<file path="src/rtl/audio_ram_pkg.sv">
// Shared types and defaults for the audio RAM arbiter.
package audio_ram_pkg;

   localparam int unsigned AddrWDefault     = 26;
   localparam int unsigned DataWDefault     = 8;
   localparam int unsigned RdTimeoutDefault = 255;
   localparam int unsigned TimerW           = 8;

   typedef enum logic [1:0] {
      StIdle,
      StWr,
      StRdWait,
      StRdDone
   } state_e;

endpackage

</file>
<file path="src/rtl/rr_arb2.sv">
// Two-way round-robin arbiter; grant bit 0 is record, bit 1 is playback.
module rr_arb2 (
   input  logic       clk_i,
   input  logic       reset_i,
   input  logic       en_i,
   input  logic [1:0] req_i,
   output logic [1:0] gnt_o
);

   // last_q = 1 means playback was granted last, so record wins the next tie.
   logic last_q, last_d;

   always_comb begin
      gnt_o = 2'b00;
      if (en_i) begin
         unique case (req_i)
            2'b01:   gnt_o = 2'b01;
            2'b10:   gnt_o = 2'b10;
            2'b11:   gnt_o = last_q ? 2'b01 : 2'b10;
            default: gnt_o = 2'b00;
         endcase
      end
   end

   always_comb begin
      last_d = last_q;
      if (gnt_o != 2'b00) begin
         last_d = gnt_o[1];
      end
   end

   always_ff @(posedge clk_i or posedge reset_i) begin
      if (reset_i) begin
         last_q <= 1'b1;
      end else begin
         last_q <= last_d;
      end
   end

endmodule

</file>
<file path="src/rtl/audio_ram_arbiter.sv">
// Arbitrates record writes and playback reads onto a single RAM wrapper port.
module audio_ram_arbiter
   import audio_ram_pkg::*;
#(
   parameter int unsigned ADDR_W     = AddrWDefault,
   parameter int unsigned DATA_W     = DataWDefault,
   parameter int unsigned RD_TIMEOUT = RdTimeoutDefault
) (
   input  logic              clk_i,
   input  logic              reset_i,
   input  logic              rec_req_i,
   input  logic [ADDR_W-1:0] rec_addr_i,
   input  logic [DATA_W-1:0] rec_data_i,
   output logic              rec_ack_o,
   input  logic              play_req_i,
   input  logic [ADDR_W-1:0] play_addr_i,
   output logic [DATA_W-1:0] play_data_o,
   output logic              play_valid_o,
   output logic              timeout_err_o,
   input  logic              ram_rdy_i,
   output logic [ADDR_W-1:0] ram_address_o,
   output logic [DATA_W-1:0] ram_data_in_o,
   output logic              ram_write_enable_o,
   output logic              ram_read_request_o,
   output logic              ram_read_ack_o,
   input  logic [DATA_W-1:0] ram_data_out_i,
   input  logic              ram_rd_data_pres_i
);

   state_e              state_q;
   logic [TimerW-1:0]   timer_q;
   logic [1:0]          gnt;
   logic [ADDR_W-1:0]   ram_address_q;
   logic [DATA_W-1:0]   ram_data_in_q;
   logic [DATA_W-1:0]   play_data_q;
   logic                rec_ack_q, play_valid_q, timeout_err_q;
   logic                ram_we_q, ram_rreq_q, ram_rack_q;

   rr_arb2 u_rr_arb2 (
      .clk_i   (clk_i),
      .reset_i (reset_i),
      .en_i    ((state_q == StIdle) && ram_rdy_i),
      .req_i   ({play_req_i, rec_req_i}),
      .gnt_o   (gnt)
   );

   always_ff @(posedge clk_i or posedge reset_i) begin
      if (reset_i) begin
         state_q       <= StIdle;
         timer_q       <= '0;
         ram_address_q <= '0;
         ram_data_in_q <= '0;
         play_data_q   <= '0;
         rec_ack_q     <= 1'b0;
         play_valid_q  <= 1'b0;
         timeout_err_q <= 1'b0;
         ram_we_q      <= 1'b0;
         ram_rreq_q    <= 1'b0;
         ram_rack_q    <= 1'b0;
      end else begin
         // Every strobe defaults low so each is exactly one cycle wide.
         rec_ack_q     <= 1'b0;
         play_valid_q  <= 1'b0;
         timeout_err_q <= 1'b0;
         ram_we_q      <= 1'b0;
         ram_rreq_q    <= 1'b0;
         ram_rack_q    <= 1'b0;
         unique case (state_q)
            StIdle: begin
               if (gnt[0]) begin
                  ram_address_q <= rec_addr_i;
                  ram_data_in_q <= rec_data_i;
                  ram_we_q      <= 1'b1;
                  rec_ack_q     <= 1'b1;
                  state_q       <= StWr;
               end else if (gnt[1]) begin
                  ram_address_q <= play_addr_i;
                  ram_rreq_q    <= 1'b1;
                  timer_q       <= '0;
                  state_q       <= StRdWait;
               end
            end
            StWr: state_q <= StIdle;
            StRdWait: begin
               // Data presence takes priority over an expiring timer.
               if (ram_rd_data_pres_i) begin
                  play_data_q  <= ram_data_out_i;
                  play_valid_q <= 1'b1;
                  ram_rack_q   <= 1'b1;
                  state_q      <= StRdDone;
               end else if (timer_q == TimerW'(RD_TIMEOUT - 1)) begin
                  timeout_err_q <= 1'b1;
                  state_q       <= StIdle;
               end else begin
                  timer_q <= timer_q + 1'b1;
               end
            end
            StRdDone: state_q <= StIdle;
            default:  state_q <= StIdle;
         endcase
      end
   end

   assign rec_ack_o          = rec_ack_q;
   assign play_data_o        = play_data_q;
   assign play_valid_o       = play_valid_q;
   assign timeout_err_o      = timeout_err_q;
   assign ram_address_o      = ram_address_q;
   assign ram_data_in_o      = ram_data_in_q;
   assign ram_write_enable_o = ram_we_q;
   assign ram_read_request_o = ram_rreq_q;
   assign ram_read_ack_o     = ram_rack_q;

endmodule
</file>
<file path="config.mk">
export PLATFORM = sky130hd
export DESIGN_NAME = audio_ram_arbiter
export DESIGN_NICKNAME = d
export VERILOG_FILES = /design/src/rtl/audio_ram_pkg.sv /design/src/rtl/rr_arb2.sv /design/src/rtl/audio_ram_arbiter.sv
export SDC_FILE = /design/constraint.sdc
export NUM_CORES = 1
export LEC_CHECK = 0
export CORE_MARGIN = 3
export CORE_UTILIZATION = 40
export CTS_CLUSTER_DIAMETER = 40
export DETAILED_ROUTE_END_ITERATION = 8
export GPL_ROUTABILITY_DRIVEN = 0
export MAX_ROUTING_LAYER = met4
export PLACE_DENSITY = 0.78
export SYNTH_ARGS = -nofsm -noshare
export SYNTH_HDL_FRONTEND = slang
export SYNTH_SLANG_ARGS = --single-unit
export TNS_END_PERCENT = 1
</file>
<file path="constraint.sdc">
create_clock -name clk_i -period 3.65 [get_ports clk_i]
set_input_delay 0.365 -clock clk_i [delete_from_list [all_inputs] [get_ports clk_i]]
set_output_delay 0.365 -clock clk_i [all_outputs]
set_load 0.02 [all_outputs]
</file>
==> results of run 1 <==
-- flip-flops by register name (all words and copies together), names as in the netlist --
name and flops:
ram_address_o 26, play_data_o 8, ram_data_in_o 8, timer_q 8, state_q 2, ram_read_ack_o 1
ram_read_request_o 1, ram_write_enable_o 1, timeout_err_o 1, u_rr_arb2.last_q 1
-- metal layers --
metal  track usage  up-vias  wire, um
met5             -        -         0
met4        0.0604        0        99
met3        0.0495        9       435
met2         0.299       80      3140
met1         0.250     1056      2990
li1              -     1137         -
-- through the flow --
stage,util,instance area (um2),hold slack (ps),power [mW],instances
after global routing,0.664,3980,508,3.36,467
after CTS,0.664,3980,470,3.20,467
final,0.664,3980,467,3.17,467
after floorplan,-,2520,443,1.84,268
after detailed placement,0.627,3750,460,2.53,451
after global placement,0.627,3750,456,2.50,451
-- power groups by stage --
stage / logic, mW / clock network, mW / registers (mW)
detailed placement: 1.44 / 0 / 1.10
global placement: 1.41 / 0 / 1.09
global route: 1.53 / 0.691 / 1.13
floorplan: 0.465 / 0 / 1.38
finish: 1.43 / 0.650 / 1.09
CTS: 1.44 / 0.661 / 1.09
-- cell families after synthesis --
family                   synth area share
AND/OR/NAND/NOR                     0.222
flip-flops                          0.567
AO/OA/AOI/OAI                       0.115
buffers and inverters              0.0462
multiplexers                       0.0398
adder cells (fa/ha/maj)           0.00994
-- worst reg2reg max path, delay by kind of cell, from the launching register on --
| kind | cells | cell delay [ps] |
|---|---|---|
| flops | 1 | 440 |
| buf+inv | 2 | 660 |
| compound gates | 2 | 520 |
| simple gates | 2 | 370 |
-- how the worst min path moves through the flow --
stage,end,slack (ps),cells past startpoint,from
global route,u_rr_arb2.last_q$_DFFE_PP1P_,510,2,u_rr_arb2.last_q$_DFFE_PP1P_
floorplan,timer_q[7]$_DFFE_PP0P_,440,1,timer_q[7]$_DFFE_PP0P_
detailed placement,u_rr_arb2.last_q$_DFFE_PP1P_,460,2,u_rr_arb2.last_q$_DFFE_PP1P_
finish,u_rr_arb2.last_q$_DFFE_PP1P_,470,2,u_rr_arb2.last_q$_DFFE_PP1P_
global placement,u_rr_arb2.last_q$_DFFE_PP1P_,460,2,u_rr_arb2.last_q$_DFFE_PP1P_
CTS,u_rr_arb2.last_q$_DFFE_PP1P_,470,2,u_rr_arb2.last_q$_DFFE_PP1P_
-- cell type report --
type | count | area (um2) | area share
inverter | 7 | 26.3 | 0.00661
timing repair buffer | 124 | 1230 | 0.310
sequential | 57 | 1430 | 0.359
clock buffer | 11 | 141 | 0.0356
multi-input combinational | 188 | 973 | 0.245
tap | 75 | 93.8 | 0.0236
clock inverter | 5 | 78.8 | 0.0198
-- placed cells by master (no fill, tap or decap), types with 3 or more instances in the layout --
cell type / synthesis / final
a21oi_1: 4 / 4
a31oi_1: 32 / 32
buf_4: 4 / 3
clkbuf_8: 0 / 10
clkdlybuf4s50_1: 0 / 121
dfrtp_1: 56 / 56
inv_1: 5 / 4
mux2_1: 3 / 3
mux2_2: 5 / 5
nand2_1: 86 / 86
nand2b_1: 4 / 4
nand3_1: 5 / 5
nor2_1: 29 / 29
o211ai_1: 3 / 3
==> results.tsv, run 1 <==
stage	metric	value	unit
cells_and_area	Fill cells	503	
synthesis	ys async rst share	1.00	
placed_design	IO Port Bufs	121	
synthesis	Mapped Area	0.00252	mm2
floorplan	Placement Rows	28	
drt	DR pass1 iterations	4	
synthesis	Syn Area/Cell	9.39	um2
hold_path	Hold Crit Class	flip-flop to flip-flop	
global_routing	GRT Total Usage	0.194	
setup_path	CP delay by family, top	buffers and inverters	
pwr	power per standard cell area	797	mW/mm2
setup_path	Worst EP arrival	2330	ps
setup_path	crit-path max FO	29	
setup_path	CP max stage cell	clkdlybuf4s50_1	
timing	final period utilization	0.588	
timing	clock skew	8.92	ps
floorplan	Initial Utilization	0.420	
outcome	outcome	completed	
setup_path	Crit path required time	3840	ps
cells_and_area	Synth-to-Final Area Change	57.9	%
clock_tree	H-Tree Depth	3	
timing	maximum clock rate	0.466	GHz
global_routing	first-pass GRT wire length	10700	um
timing	final slew viol count	0	
drt	Iteration-0 DRC Markers	149	
drt	via density per instance	4.89	
clock_tree	CTS root buffer	clkbuf_8	
clock_tree	Post-CTS Setup Bufs	0	
floorplan	Die Wd	85.3	um
setup_path	Buffers & Inverters on Critical Path	3	
setup_path	FF-to-FF path depth	6	
floorplan	Core Area	0.00599	mm2
synthesis	Post-synth EDFFs	0	
placed_design	pre-CTS setup slack	1160	ps
synthesis	ranking of synthesized cells by area	dfrtp_1 56%, nand2_1 13%, a31oi_1 8.0%	
setup_path	crit path to	timer_q[7]$_DFFE_PP0P_	
timing	Final Hold Viols	0	
pwr	P_sw	1.15	mW
setup_path	Setup crit start kind	input pin	
clock_tree	Reg clk slew, reported paths	60	ps
pwr	sequential power share	0.344	
timing	final setup violation count	0	
timing	RSZ-0062 raised after global routing	no	
clock_tree	CTS max path bufs	2	
setup_path	CP Launch Point	ram_rdy_i	
floorplan	Ports	122	
setup_path	WP depth	7	
global_routing	largest net degree at the start of global routing	39	
timing	Setup TNS Final	0	ps
setup_path	critical-path cell list	clkdlybuf4s50_1 -> nor3b_2 -> nand3_1 -> buf_4 -> inv_2 -> o21a_1 -> a31oi_1	
clock_tree	CTS tree	built	
timing	Slew HR	0.490	
cells_and_area	n_diodes	0	
run	Max-Cap Viols	0	
synthesis	area share of the largest cell type after synthesis	0.557	
drt	Via Count	2282	
synthesis	leading area contributor after synthesis	dfrtp_1	
synthesis	synthesized flop and latch total	57	
pwr	leakage	1.75	nW
pwr	Sw Share	0.363	
pwr	power share of the clock group	0.205	
global_routing	total gr overflow	0	
synthesis	Synthesized Nets	344	
placed_design	HPWL Detailed	4750	um
cells_and_area	share of cells above drive strength 1	0.0765	
setup_path	Reg2Reg Setup Slack	1520	ps
timing	actual slew at the worst max-slew pin	765	ps
drt	Post-route DRC	0	
cells_and_area	layout net count	463	
synthesis	synth warn	0	
clock_tree	CTS Buf Count	9	
clock_tree	PostCTS Resize Cnt	0	
floorplan	Die H	85.3	um
synthesis	Synth cell types	34	
drt	final WL	6670	um
drt	residual antenna-violating net count after detailed routing	0	
synthesis	cell count after synthesis	268	
clock_tree	Sink Count	57	
setup_path	Critical R2R Launch	state_q[1]$_DFFE_PP0P_	
clock_tree	clock latency on the worst-skew pair	330	ps
clock_tree	# hold bufs at CTS	0	
setup_path	max incr delay on CP	440	ps
timing	final worst slack	1500	ps
synthesis	register area share after synthesis	0.567	
synthesis	most common cell in the netlist	nand2_1	
setup_path	Worst R2R End	timer_q[7]$_DFFE_PP0P_	
setup_path	kind of critical path	input pin to flip-flop	
drt	WL/cell	14.3	um
pwr	Internal	2.02	mW
setup_path	CP Capture Type	flip-flop	
timing	post-route minimum period	2150	ps
global_routing	vias in the first global route	2264	
synthesis	Most used DFF post-synth	dfrtp_1	
pwr	Comb power frac	0.450	
synthesis	Post-synth top cells	86 x nand2_1, 56 x dfrtp_1, 32 x a31oi_1	
global_routing	antenna violations before repair	0	
pwr	VDD IR max	413	uV
floorplan	die area	0.00728	mm2
(Power assumes the default switching activity.)
==> run 2: changes to the inputs <==
==> constraint.sdc (replaced) <==
create_clock -name clk_i -period 2.2 [get_ports clk_i]
set_input_delay 0.22 -clock clk_i [delete_from_list [all_inputs] [get_ports clk_i]]
set_output_delay 0.22 -clock clk_i [all_outputs]
set_load 0.02 [all_outputs]
==> run 2 against run 1 <==
Clock power rose by 45%. Setup slack worse by 1100 ps. Routed wire length increased by 1.1%. Core utilization up 0.29 points. Sequential cell count is the same. Combinational power grew 67%. Hold slack got worse by 220 ps. Critical path depth is 2 lower. Critical endpoint is now ram_address_o[9]$_DFFE_PP0P_. Largest cell class unchanged. Highest routed layer unchanged.
==> results.tsv, run 2 (synthesis results as in run 1) <==
stage	metric	value	unit	change
setup_path	critical-path cell list	nor3b_2 -> nand3_2 -> buf_4 -> nor2_1 -> a31oi_1		
setup_path	kind of critical path	flip-flop to flip-flop		
timing	Final Hold Viols	0		unchanged
drt	Iteration-0 DRC Markers	115		-23%
cells_and_area	Synth-to-Final Area Change	58.6	%	
cells_and_area	n_diodes	0		unchanged
timing	maximum clock rate	0.563	GHz	
timing	clock skew	6.28	ps	-2.64 ps
global_routing	GRT Total Usage	0.199		+0.00519
drt	final WL	6740	um	+1.1%
global_routing	antenna violations before repair	0		unchanged
hold_path	Hold Crit Class	input pin to asynchronous set/reset pin		
timing	final setup violation count	0		unchanged
setup_path	Buffers & Inverters on Critical Path	1		-2
pwr	leakage	1.76	nW	+0.10%
timing	actual slew at the worst max-slew pin	488	ps	-277 ps
global_routing	vias in the first global route	2383		+5.3%
pwr	power per standard cell area	1290	mW/mm2	+62%
clock_tree	clock latency on the worst-skew pair	320	ps	about the same
cells_and_area	commonest non-fill, non-tap cell in the layout	clkdlybuf4s50_1		
global_routing	largest net degree at the start of global routing	37		-5.1%
clock_tree	Sink Count	57		unchanged
global_routing	total gr overflow	0		unchanged
clock_tree	CTS tree	built		
timing	RSZ-0062 raised after global routing	no		
clock_tree	CTS Buf Count	9		unchanged
drt	via density per instance	4.95		+1.3%
cells_and_area	commonest non-fill, non-tap cells in the layout	121 x clkdlybuf4s50_1, 86 x nand2_1, 56 x dfrtp_1		
timing	final period utilization	0.808		
drt	DR pass1 iterations	4		unchanged
cells_and_area	layout net count	467		+0.86%
drt	residual antenna-violating net count after detailed routing	0		unchanged
timing	Setup TNS Final	0	ps	unchanged
setup_path	Reg2Reg Setup Slack	420	ps	-1100 ps
setup_path	CP Capture Type	flip-flop		
floorplan	Ports	122		unchanged
clock_tree	Reg clk slew, reported paths	70	ps	about the same
setup_path	crit-path max FO	34		+17%
drt	WL/cell	14.3	um	+0.28%
setup_path	Worst EP arrival	1960	ps	-370 ps
clock_tree	PostCTS Resize Cnt	0		unchanged
pwr	VDD IR max	621	uV	+50%
cells_and_area	share of cells above drive strength 1	0.0884		+0.0119
timing	Slew HR	0.674		+0.185
pwr	overall power	5.14	mW	+62%
floorplan	die area	0.00728	mm2	unchanged
clock_tree	CTS max path bufs	2		unchanged
clock_tree	CTS root buffer	clkbuf_8		
floorplan	Core Area	0.00599	mm2	unchanged
setup_path	Setup crit start kind	flip-flop		
setup_path	Crit path required time	2380	ps	-1460 ps
setup_path	CP max stage cell	dfrtp_1		
timing	post-route minimum period	1780	ps	
global_routing	first-pass GRT wire length	11100	um	+3.9%
timing	final slew viol count	0		unchanged
outcome	outcome	completed		
floorplan	Placement Rows	28		unchanged
placed_design	pre-CTS setup slack	197	ps	-959 ps
drt	Post-route DRC	0		unchanged
drt	Via Count	2331		+2.1%
floorplan	Initial Utilization	0.420		unchanged
setup_path	max incr delay on CP	430	ps	about the same
floorplan	Die H	85.3	um	unchanged
clock_tree	Post-CTS Setup Bufs	0		unchanged
placed_design	HPWL Detailed	5030	um	+5.9%
floorplan	Die Wd	85.3	um	unchanged
timing	final worst slack	423	ps	-1080 ps
clock_tree	H-Tree Depth	3		unchanged
cells_and_area	max FFs per register	26		unchanged
run	Max-Cap Viols	0		unchanged
clock_tree	# hold bufs at CTS	0		unchanged
placed_design	IO Port Bufs	121		unchanged
setup_path	CP delay by family, top	simple AND/OR/NAND/NOR gates		
-- run 2: changes by cell type in the layout (fill, tap and decap cells not counted), sizes merged --
cell      previous run  this run
clkbuf              11         9
buf                  3         7
bufinv               2         1
clkinvlp             0         3
-- run 2: routing by layer --
metal | global-route usage | part of all wire | vias up | routed length, um
met5 | - | 0 | - | 0
met4 | 0.0691 | 0.0080 | 0 | 54
met3 | 0.0485 | 0.053 | 4 | 354
met2 | 0.324 | 0.50 | 71 | 3390
met1 | 0.241 | 0.44 | 1111 | 2940
li1 | - | - | 1145 | -
-- run 2: stage by stage --
stage | instance area [um2] | utilization | cells | hold slack, ps
final | 3990 | 0.666 | 471 | 243
after global routing | 3990 | 0.666 | 471 | 283
after CTS | 3990 | 0.666 | 471 | 243
after detailed placement | 3800 | 0.634 | 455 | 462
after global placement | 3800 | 0.634 | 455 | 458
after floorplan | 2520 | - | 268 | 325
-- run 2: final cells by class --
cell class | count | area, um2
sequential | 57 | 1430
clock inverter | 7 | 71.3
tap | 75 | 93.8
clock buffer | 9 | 124
fill | 480 | 2000
inverter | 7 | 26.3
timing repair buffer | 128 | 1280
multi-input combinational | 188 | 973
-- run 2: path summary, 6_finish.rpt --
path | to | depth (start not counted) | start
min in group clk_i | play_data_o[7]$_DFFE_PP0P_ | 3 | ram_data_out_i[7]
setup reg to reg | ram_address_o[9]$_DFFE_PP0P_ | 5 | state_q[0]$_DFFE_PP0P_
hold / removal | ram_address_o[0]$_DFFE_PP0P_ | 2 | reset_i
setup / recovery | ram_address_o[9]$_DFFE_PP0P_ | 5 | state_q[0]$_DFFE_PP0P_
max in group asynchronous | u_rr_arb2.last_q$_DFFE_PP1P_ | 3 | reset_i
hold reg to reg | u_rr_arb2.last_q$_DFFE_PP1P_ | 2 | u_rr_arb2.last_q$_DFFE_PP1P_
-- run 2: power breakdown --
group	internal [mW]	total (mW)	switching (mW)
registers	1.52	1.81	0.286
clock network	0.520	0.944	0.424
logic	1.18	2.39	1.21
